File: config.mk
export PLATFORM = sky130hd
export DESIGN_NAME = door_sequencer
export DESIGN_NICKNAME = d
export VERILOG_FILES = /design/src/rtl/door_pkg.sv /design/src/rtl/door_req_arb.sv /design/src/rtl/door_sequencer.sv
export SDC_FILE = /design/constraint.sdc
export NUM_CORES = 1
export LEC_CHECK = 0
export CAP_MARGIN = 15
export CORE_MARGIN = 3
export CORE_UTILIZATION = 35
export CTS_CLUSTER_SIZE = 24
export DETAILED_ROUTE_END_ITERATION = 10
export HOLD_SLACK_MARGIN = 0.02
export SYNTH_ARGS = -nofsm -noshare
export SYNTH_HDL_FRONTEND = slang
export SYNTH_SLANG_ARGS = --single-unit
File: constraint.sdc
create_clock -name CLK -period 3.1 [get_ports CLK]
set_input_delay 0.62 -clock CLK [delete_from_list [all_inputs] [get_ports CLK]]
set_output_delay 0.62 -clock CLK [all_outputs]
set_load 0.05 [all_outputs]
File: src/rtl/door_pkg.sv
// Shared types and defaults for the door sequencer: FSM state encoding,
// travel-direction flag, Grant encodings and default timing parameters.
package door_pkg;

  typedef enum logic [2:0] {
    ST_STOPPED = 3'd0,
    ST_OPENING = 3'd1,
    ST_OPEN    = 3'd2,
    ST_CLOSING = 3'd3,
    ST_CLOSED  = 3'd4,
    ST_FAULT   = 3'd5
  } door_state_t;

  typedef enum logic {
    DIR_CLOSING = 1'b0,
    DIR_OPENING = 1'b1
  } door_dir_t;

  localparam logic [1:0] GRANT_NONE   = 2'b00;
  localparam logic [1:0] GRANT_WALL   = 2'b01;
  localparam logic [1:0] GRANT_REMOTE = 2'b10;

  localparam int TRAVEL_MAX_DEF = 1000;
  localparam int AUTO_CLOSE_DEF = 500;
  localparam int CNT_W_DEF      = 16;

endpackage

File: src/rtl/door_req_arb.sv
// Rising-edge detection of the two door buttons and fixed-priority
// arbitration (wall beats remote; a losing edge is dropped).
module door_req_arb
  import door_pkg::*;
(
  input  logic       clk,
  input  logic       rst_n,
  input  logic       btn_wall,
  input  logic       btn_remote,
  output logic       req,
  output logic [1:0] req_grant
);

  logic wall_q;
  logic remote_q;
  logic wall_edge;
  logic remote_edge;

  always_ff @(posedge clk or negedge rst_n) begin
    if (!rst_n) begin
      wall_q   <= 1'b0;
      remote_q <= 1'b0;
    end else begin
      wall_q   <= btn_wall;
      remote_q <= btn_remote;
    end
  end

  assign wall_edge   = btn_wall & ~wall_q;
  assign remote_edge = btn_remote & ~remote_q;

  always_comb begin
    req       = 1'b0;
    req_grant = GRANT_NONE;
    if (wall_edge) begin
      req       = 1'b1;
      req_grant = GRANT_WALL;
    end else if (remote_edge) begin
      req       = 1'b1;
      req_grant = GRANT_REMOTE;
    end
  end

endmodule

File: src/rtl/door_sequencer.sv
// Garage-door sequencer FSM with travel timeout and fault handling.
// Optional auto-close from OPEN is enabled by defining DOOR_AUTO_CLOSE_EN.
module door_sequencer
  import door_pkg::*;
#(
  parameter int TRAVEL_MAX = TRAVEL_MAX_DEF,
  parameter int AUTO_CLOSE = AUTO_CLOSE_DEF,
  parameter int CNT_W      = CNT_W_DEF
) (
  input  logic       CLK,
  input  logic       RST,
  input  logic       Btn_Wall,
  input  logic       Btn_Remote,
  input  logic       Up_Max,
  input  logic       Down_Max,
  input  logic       Obstruct,
  input  logic       Clr_Fault,
  output logic       Up_Motor,
  output logic       Down_Motor,
  output logic [1:0] Grant,
  output logic       Fault
);

  if (TRAVEL_MAX < 1 || longint'(TRAVEL_MAX) > (longint'(1) << CNT_W) ||
      AUTO_CLOSE < 1 || longint'(AUTO_CLOSE) > (longint'(1) << CNT_W)) begin : g_param_check
    $error("door_sequencer: TRAVEL_MAX/AUTO_CLOSE do not fit the CNT_W counter");
  end

  localparam logic [CNT_W-1:0] TRAVEL_LAST = CNT_W'(TRAVEL_MAX - 1);
`ifdef DOOR_AUTO_CLOSE_EN
  localparam logic [CNT_W-1:0] AUTO_LAST = CNT_W'(AUTO_CLOSE - 1);
`endif

  door_state_t      state, state_next;
  door_dir_t        dir;
  logic [CNT_W-1:0] cnt, cnt_next;
  logic [1:0]       grant_reg;
  logic             req;
  logic [1:0]       req_grant;
  logic             accept;
  logic             cnt_clear;
  logic             conflict;

  door_req_arb u_arb (
    .clk        (CLK),
    .rst_n      (RST),
    .btn_wall   (Btn_Wall),
    .btn_remote (Btn_Remote),
    .req        (req),
    .req_grant  (req_grant)
  );

  assign conflict = Up_Max & Down_Max;

  always_ff @(posedge CLK or negedge RST) begin
    if (!RST) begin
      state     <= ST_STOPPED;
      dir       <= DIR_CLOSING;
      cnt       <= '0;
      grant_reg <= GRANT_NONE;
    end else begin
      state     <= state_next;
      cnt       <= cnt_next;
      grant_reg <= accept ? req_grant : GRANT_NONE;
      if (state_next == ST_OPENING) begin
        dir <= DIR_OPENING;
      end else if (state_next == ST_CLOSING) begin
        dir <= DIR_CLOSING;
      end
    end
  end

  // accept is raised only on the branch where the request itself causes the move
  always_comb begin
    state_next = state;
    accept     = 1'b0;
    cnt_clear  = 1'b0;
    case (state)
      ST_STOPPED: begin
        if (req) begin
          accept     = 1'b1;
          state_next = (dir == DIR_CLOSING) ? ST_OPENING : ST_CLOSING;
        end
      end
      ST_CLOSED: begin
        if (req) begin
          accept     = 1'b1;
          state_next = ST_OPENING;
        end
      end
      ST_OPENING: begin
        if (conflict) begin
          state_next = ST_FAULT;
        end else if (Up_Max) begin
          state_next = ST_OPEN;
        end else if (req) begin
          accept     = 1'b1;
          state_next = ST_STOPPED;
        end else if (cnt == TRAVEL_LAST) begin
          state_next = ST_FAULT;
        end
      end
      ST_OPEN: begin
        if (req) begin
          accept     = 1'b1;
          state_next = ST_CLOSING;
        end
`ifdef DOOR_AUTO_CLOSE_EN
        else if (cnt == AUTO_LAST) begin
          if (Obstruct) begin
            cnt_clear = 1'b1;
          end else begin
            state_next = ST_CLOSING;
          end
        end
`else
        else begin
          cnt_clear = 1'b1;
        end
`endif
      end
      ST_CLOSING: begin
        if (conflict) begin
          state_next = ST_FAULT;
        end else if (Obstruct) begin
          state_next = ST_OPENING;
        end else if (Down_Max) begin
          state_next = ST_CLOSED;
        end else if (req) begin
          accept     = 1'b1;
          state_next = ST_STOPPED;
        end else if (cnt == TRAVEL_LAST) begin
          state_next = ST_FAULT;
        end
      end
      ST_FAULT: begin
        if (Clr_Fault) begin
          state_next = ST_STOPPED;
        end
      end
      default: state_next = ST_STOPPED;
    endcase
  end

  // Counter restarts on any state change and saturates instead of wrapping
  always_comb begin
    cnt_next = cnt;
    if (state_next != state || cnt_clear) begin
      cnt_next = '0;
    end else if (cnt != {CNT_W{1'b1}}) begin
      cnt_next = cnt + 1'b1;
    end
  end

  assign Up_Motor   = (state == ST_OPENING);
  assign Down_Motor = (state == ST_CLOSING);
  assign Fault      = (state == ST_FAULT);
  assign Grant      = grant_reg;

endmodule
Yosys cells after proc, flatten, opt, wreduce, memory -nomap -nowiden
Cells that the tools add are included.
{"block": "totals", "regBits": 24, "inputBits": 8, "output_inout_bits": 5}
{"block": "op_classes", "n_addsub": 1, "n_eq_ne": 10, "muxes": 31, "bitwise": 5, "reduce_logical": 5}
{"operator": "3-bit 2-to-1 mux", "count": 11}
{"operator": "16-bit 2-to-1 mux", "count": 2}
{"operator": "3-bit case mux with 6 select lines", "count": 1}
{"operator": "16-bit by 1-bit adder with 16-bit output (second input constant)", "count": 1}
{"operator": "16-bit by 10-bit equality test with 1-bit output (second input constant)", "count": 1}
{"operator": "16-bit inequality test (second input constant)", "count": 1}
{"operator": "1-bit 2-to-1 mux", "count": 12}
{"operator": "3-bit by 2-bit equality test with 1-bit output (second input constant)", "count": 3}
{"operator": "2-bit 2-to-1 mux", "count": 4}
{"operator": "3-bit by 1-bit equality test with 1-bit output (second input constant)", "count": 2}
{"operator": "3-bit equality test (second input constant)", "count": 2}
{"operator": "2-bit nonzero test", "count": 2}
{"operator": "1-bit bitwise AND", "count": 3}
{"operator": "3-bit logical NOT", "count": 1}
{"operator": "3-bit inequality test", "count": 1}
{"operator": "1-bit case mux with 3 select lines", "count": 1}
{"operator": "3-bit OR reduction", "count": 1}
{"operator": "1-bit inverter", "count": 2}
{"operator": "1-bit logical OR", "count": 1}

Longest topological paths before layout
Gate-level depths: netlist of run 1.
{"block": "logic_depth", "depth_word": 12, "ltp_mapped": 7, "mapped_depth_nobuf": 6}

Modules after synthesis
From an unflattened synthesis of run 1, not the netlist that was laid out.
{"block": "unflattened", "cells_unflattened": 156, "area_unflattened_um2": 1522.7}
{"mod": "door_sequencer", "instances": 1, "cells_each": 149, "area_per_inst_um2": 1440.1, "seq_area_each_um2": 550.5}
{"mod": "door_req_arb", "instances": 1, "cells_each": 7, "area_per_inst_um2": 82.6, "seq_area_each_um2": 50.0}

Least setup slack after synthesis of run 1
Ideal clock, no wire load.
{"block": "synth_timing", "path_kind": "reg-to-reg", "startpoint": "register cnt[3]", "endpoint": "register cnt[0]", "setup_ps": 125, "arrival_time_ps": 2325, "t_required_ps": 2975, "path_slack_ps": 650, "stages_incl_launch_ff": 7, "n_path_buf": 1, "cell_sequence": "dfrtp_1 -> or4_1 -> or4_1 -> a2111o_1 -> a21oi_4 -> buf_6 -> nor3_1"}
{"block": "synth_between", "elab_chain_cells": 10}
{"element": "from (decl)", "line_no": "door_sequencer.sv:36", "source": "logic [CNT_W-1:0] cnt, cnt_next;"}
{"element": "from (signal assigned)", "line_no": "door_sequencer.sv:63", "source": "cnt <= cnt_next;"}
{"element": "16-bit by 10-bit equality test with 1-bit output", "line_no": "door_sequencer.sv:99, door_sequencer.sv:132"}
{"element": "3-bit 2-to-1 mux", "line_no": "door_sequencer.sv:99, door_sequencer.sv:132"}
{"element": "3-bit 2-to-1 mux", "line_no": "door_sequencer.sv:96", "source": "end else if (req) begin"}
{"element": "3-bit 2-to-1 mux", "line_no": "door_sequencer.sv:127", "source": "end else if (Down_Max) begin"}
{"element": "3-bit 2-to-1 mux", "line_no": "door_sequencer.sv:125", "source": "end else if (Obstruct) begin"}
{"element": "3-bit 2-to-1 mux", "line_no": "door_sequencer.sv:123", "source": "if (conflict) begin"}
{"element": "3-bit case mux with 6 select lines", "line_no": "door_sequencer.sv:78", "source": "case (state)"}
{"element": "3-bit inequality test", "line_no": "door_sequencer.sv:148", "source": "if (state_next != state || cnt_clear) begin"}
{"element": "1-bit logical OR", "line_no": "door_sequencer.sv:148"}
{"element": "16-bit 2-to-1 mux / 2-bit nonzero test (equally long branches)"}
Several ways; a longest one is shown, not always the timed one.
A chain may end at the register's enable or synchronous reset.

Worst setup path after layout of run 1
{"block": "layout_timing", "startpoint": "register cnt[3]", "endpoint": "register cnt[6]"}
The elaborated chain is that of the path after synthesis.

==> reports/qor.yml, run 1 <==
run_status: "completed"
grt_setup_unrepaired: "no"
die_y_um: 70.12
highest_layer: "met4"
cts_hold_buf: 0
fin_setup_tns_ps: 0
powerDensity_nw_per_um2: 651.4
syn_area_sq_um: 1439
critPathArrivalTime_ps: 3020
pwr-share-seq_pct: 40.0
gp_congestion: 0.8364
syn_nets: 169
core_area_sq_um: 3799
ys_warn_count: 0
wirelength_um: 3218
post_cts_buffers: 0
area_growth_pct: 13.65
final_cell_mix: "dfrtp_1 (24), nor3_1 (17), nand2_1 (16)"
grt_pass1_wl_um: 5602
finalHoldViolations: 0
critPathLaunchType: "register"
ant_nets: 0
tritoncts: "yes"
post_cts_resized: 0
cts_sinks: 24
power_frac_clock_pct: 17.2
ys_ff_latch: 24
p_sw_w: 0.0004467
relSlewSlack_pct: 42.15
die_w_um: 70.12
vias: 1231
hp-class: "register to register"
boundaryPins: 13
dr_wl_met3_um: 129
antenna_found_initial: 0
cp-end-kind: "register"
grt_max_degree: 25
overflow: 0
internal_power_w: 0.0006185
layout-drive-gt1-share_pct: 7.101
port_buffers: 12
tightest_slew_ps: 867.8
grt_pass1_vias: 1244
fp-row-count: 22
vias_per_cell: 5.673
setup_violations: 0
period_minus_slack_ps: 2889
fmax_mhz: 346.2
leakage_nw: 0.6389
layout_commonest_cell: "dfrtp_1"
drv_slew: 0
clk_path_buf_depth: 2
max-cap-violations: 0
die_area_sq_um: 4916
synth-edff-count: 0
worstPathRequired_ps: 3240
async_flop_share_pct: 100.0
wire_per_inst_um: 14.83
synth.distinct_cells: 43
path_class: "register to register"
fill_cells: 357
fin_skew_ps: 2.740
fin_crit_sh_pct: 93.19
hold_slack_ps: 525.9
htree_levels: 1
clk_pin_slew_ps: 80
switching_share_pct: 41.94
cts_buffers: 3
drt-met1-wl_um: 1371
route.met2.wl_um: 1646
start_util_pct: 37.88
root_buffer: "clkbuf_8"
synth_seq_area_share_pct: 41.74
drcViolationCount: 0
clk_latency_ps: 270
syn_area_per_cell_sq_um: 8.993
pwr-share-comb_pct: 42.7
ys.flop_type: "dfrtp_1"
n_antenna_cell: 0
dp_hpwl_um: 2335
grt_usage_pct: 14.07
synthCells: 160
ir_drop_v: 0.0002192
dr.pass1.iters: 6
drt_iter0_drc: 118
layout.nets: 180
path_max_fanout: 11
-- synthesized netlist by cell type, drive strengths merged, types with 2 or more instances --
library cell	count	area, sq um
nand2b	5	31.28
nor3	17	85.08
a21oi	8	51.30
and3	2	12.51
a2111oi	3	26.28
or2	2	12.51
nand3	5	25.02
xnor2	11	96.34
o21ai	2	10.01
or4	3	22.52
dfrtp	24	600.6
nand4	3	18.77
nor4	2	12.51
a31oi	3	18.77
nand2	16	60.06
buf	7	43.79
mux2i	3	30.03
nor2	7	26.28
a211oi	4	30.03
clkbuf	3	11.26
inv	7	26.28
o22ai	2	12.51
and2	2	12.51
a21o	2	15.01
a31o	2	17.52
-- critical path: stages, from the launching register on --
cell	delay, ps
dfrtp_1	450
or4_1	530
or4_1	570
nor4bb_1	190
o22ai_1	690
buf_4	270
nor3_1	60
-- through the flow --
step,cell area [sq um],cells,setup slack (ps),total power (W),utilization (%)
finish,1635,217,211.2,0.001065,43.05
global route,1635,217,19.32,0.001138,43.05
CTS,1635,217,178.3,0.001078,43.05
detailed placement,1594,214,207.1,0.0008910,41.96
global placement,1594,214,236.5,0.0008862,41.96
floorplan,1439,160,650.0,0.0007774,-
-- area by class of cell --
| cell class | count | area [sq um] | share of cell area (%) |
|---|---|---|---|
| tap | 48 | 60.06 | 3.673 |
| clock buffer | 3 | 41.29 | 2.525 |
| sequential | 24 | 600.6 | 36.73 |
| timing repair buffer | 16 | 150.1 | 9.181 |
| multi-input combinational | 119 | 757.0 | 46.29 |
| inverter | 7 | 26.28 | 1.607 |
-- state kept, by name, indices dropped and copies added (netlist names) --
signal          cells
u_arb.wall_q        1
Grant               2
u_arb.remote_q      1
dir                 1
cnt                16
state               3
-- power groups by stage --
stage	logic [W]	registers, W	clock network (W)
after floorplan	0.000380	0.000397	0
after global placement	0.000455	0.000431	0
after detailed placement	0.000460	0.000431	0
after CTS	0.000461	0.000425	0.000192
after global routing	0.000500	0.000437	0.000200
final	0.000455	0.000427	0.000183
-- kinds of logic (layout without fill, tap and decap cells) --
group                    after synthesis  in the layout  share of synthesized area, %
AO/OA/AOI/OAI                         33             33                         16.96
adder cells (fa/ha/maj)                1              1                        0.8694
multiplexers                           3              3                         2.087
XOR/XNOR                              11             11                         6.695
buffers and inverters                 17             26                         5.652
flip-flops                            24             24                         41.74
AND/OR/NAND/NOR                       71             71                         26.00
-- path summary, 6_finish.rpt --
| kind | start | to | slack, ps | cells after the start |
|---|---|---|---|---|
| setup / recovery | cnt[3]$_DFFE_PN0P_ | cnt[6]$_DFFE_PN0P_ | 210 | 6 |
| hold / removal | dir$_DFFE_PN0P_ | dir$_DFFE_PN0P_ | 530 | 2 |
| setup reg to reg | cnt[3]$_DFFE_PN0P_ | cnt[6]$_DFFE_PN0P_ | 210 | 6 |
| hold reg to reg | dir$_DFFE_PN0P_ | dir$_DFFE_PN0P_ | 530 | 2 |
| max in group asynchronous | RST | cnt[12]$_DFFE_PN0P_ | 2150 | 2 |
| min in group asynchronous | RST | Grant[0]$_DFF_PN0_ | 710 | 2 |
-- routing by layer --
metal / track usage, % / up-vias
met5: 0 / -
met4: 7.021 / 0
met3: 2.158 / 6
met2: 25.08 / 37
met1: 16.18 / 587
li1: - / 601
Power figures use the tool's default switching activity.
==> run 2, diff against run 1 <==
--- a/config.mk
+++ b/config.mk
@@ -11,6 +11,7 @@
 export CTS_CLUSTER_SIZE = 24
 export DETAILED_ROUTE_END_ITERATION = 10
 export HOLD_SLACK_MARGIN = 0.02
+export RECOVER_POWER = 25
 export SYNTH_ARGS = -nofsm -noshare
 export SYNTH_HDL_FRONTEND = slang
 export SYNTH_SLANG_ARGS = --single-unit
==> run 2 against run 1 <==
  * Final area decreased by 0.23%
  * Sequential power hardly changed
  * Flip-flop and latch count is the same
  * Critical path depth unchanged
  * Global-route usage unchanged
  * Critical path type unchanged
==> reports/qor.yml, run 2 (synthesis gave the netlist of run 1 again) <==
run_status: "completed"
critPathLaunchType: "register"
final-seq-area_sq_um: 600.6
layout_commonest_cell: "dfrtp_1"
worst-r2r-cell-count: 6
powerDensity_nw_per_um2: 651.6
critPathArrivalTime_ps: 3020
postLayoutCellArea_sq_um: 1632
port_buffers: 12
start_util_pct: 37.88
setup_violations: 0
dp_hpwl_um: 2335
critPathLaunch: "cnt[3]$_DFFE_PN0P_"
path_cells: "or4_1 -> or4_1 -> nor4bb_1 -> o22ai_1 -> buf_4 -> nor3_1"
total_power_w: 0.001063
layout.nets: 180
antenna_found_initial: 0
fmax_mhz: 346.1
largest_reg_flops: 16
grt_pass1_vias: 1244
gp_congestion: 0.8364
worstPathRequired_ps: 3240
overflow: 0
final_cell_mix: "dfrtp_1 (24), nor3_1 (17), nand2_1 (16)"
relSlewSlack_pct: 12.10
layout-drive-gt1-share_pct: 6.509
die_area_sq_um: 4916
leakage_nw: 0.6361
drt_iter0_drc: 118
boundaryPins: 13
dr.pass1.iters: 4
grt_setup_unrepaired: "no"
post_cts_resized: 0
crit_path_end: "cnt[6]$_DFFE_PN0P_"
fin_crit_sh_pct: 93.19
fp-row-count: 22
clk_pin_slew_ps: 80
crit_top_cell: "or4_1"
die_y_um: 70.12
r2r-start: "cnt[3]$_DFFE_PN0P_"
fin_skew_ps: 2.732
path_class: "register to register"
clk_latency_ps: 270
tightest_slew_ps: 1319
finalHoldViolations: 0
root_buffer: "clkbuf_8"
grt_usage_pct: 14.07
cp-end-kind: "register"
vias: 1230
cp.depth: 6
period_minus_slack_ps: 2889
cp_slowest_stage_delay_ps: 690
grt_pass1_wl_um: 5602
cpMaxStageDelayCell: "o22ai_1"
cts_hold_buf: 0
ant_nets: 0
max-cap-violations: 0
tritoncts: "yes"
cts_buffers: 3
vias_per_cell: 5.668
worst_slack_ps: 211.0
post_cts_buffers: 0
largest_register: "cnt"
ir_drop_v: 0.0002188
htree_levels: 1
dp_slack_ps: 207.1
wirelength_um: 3213
fill_cells: 359
core_area_sq_um: 3799
n_antenna_cell: 0
grt_max_degree: 25
regToRegSetupSlack_ps: 210
drcViolationCount: 0
wire_per_inst_um: 14.81
fin_setup_tns_ps: 0
clk_path_buf_depth: 2
placed_area_sq_um: 1594
hold_slack_ps: 525.9
crit_family: "simple AND/OR/NAND/NOR gates"
path_max_fanout: 11
cts_sinks: 24
critPathBufInv: 1
area_growth_pct: 13.39
r2r_end: "cnt[6]$_DFFE_PN0P_"
die_w_um: 70.12
drv_slew: 0
multiInputGateArea_sq_um: 757.0
hp-class: "register to register"
==> run 2: cell count changes in the layout (fill, tap and decap cells not counted), sizes merged <==
cell           before  now
clkdlybuf4s50      12    9
dlygate4sd3         0    3
buf                 4    3
clkbuf              3    4
==> run 2: cell type report <==
cell class | instances | area share [%]
Tap cell | 48 | 3.681
Sequential cell | 24 | 36.81
Multi-Input combinational cell | 119 | 46.40
Inverter | 7 | 1.610
Clock buffer | 3 | 2.531
Timing Repair Buffer | 16 | 8.972
==> run 2: through the flow <==
| stage | utilization, % | std cells |
|---|---|---|
| 2_1_floorplan | - | 160 |
| 3_3_place_gp | 41.96 | 214 |
| 3_5_place_dp | 41.96 | 214 |
| 4_1_cts | 43.05 | 217 |
| 5_1_grt | 42.95 | 217 |
| 6_report | 42.95 | 217 |
==> run 2: worst min path at each step <==
stage,startpoint,end,slack (ps),cells past startpoint
2_1_floorplan,RST,Grant[0]$_DFF_PN0_,320,0
3_5_place_dp,dir$_DFFE_PN0P_,dir$_DFFE_PN0P_,520,2
3_3_place_gp,dir$_DFFE_PN0P_,dir$_DFFE_PN0P_,520,2
4_1_cts,dir$_DFFE_PN0P_,dir$_DFFE_PN0P_,530,2
5_1_grt,dir$_DFFE_PN0P_,dir$_DFFE_PN0P_,570,2
6_report,dir$_DFFE_PN0P_,dir$_DFFE_PN0P_,530,2
==> run 2: power breakdown <==
| group | switching, W | internal [W] | leakage, nW |
|---|---|---|---|
| Clock | 0.0000963 | 0.0000870 | 0.0216 |
| Sequential | 0.0000713 | 0.000355 | 0.321 |
| Combinational | 0.000278 | 0.000175 | 0.293 |
| Total | 0.000446 | 0.000617 | 0.636 |
==> run 2: routing by layer <==
metal  vias to the layer above  GRT usage [%]  part of all wire [%]
li1                        600              -                     -
met1                       584          16.18                    42
met2                        40          25.08                    51
met3                         6          2.158                   4.5
met4                         0          7.021                   2.1
met5                         -              0                     0
==> run 2: worst register-to-register path, cell delays in order, from the launching register on <==
cell and delay (ps):
dfrtp_1 450, or4_1 530, or4_1 570, nor4bb_1 190, o22ai_1 690, buf_4 280
nor3_1 60
==> run 3, diff against run 2 <==
--- a/config.mk
+++ b/config.mk
@@ -8,6 +8,7 @@
 export CAP_MARGIN = 15
 export CORE_MARGIN = 3
 export CORE_UTILIZATION = 35
+export CTS_CLUSTER_DIAMETER = 50
 export CTS_CLUSTER_SIZE = 24
 export DETAILED_ROUTE_END_ITERATION = 10
 export HOLD_SLACK_MARGIN = 0.02
==> results of run 3 <==
Same layout as run 2: the final DEF is identical, and so are final timing and power.
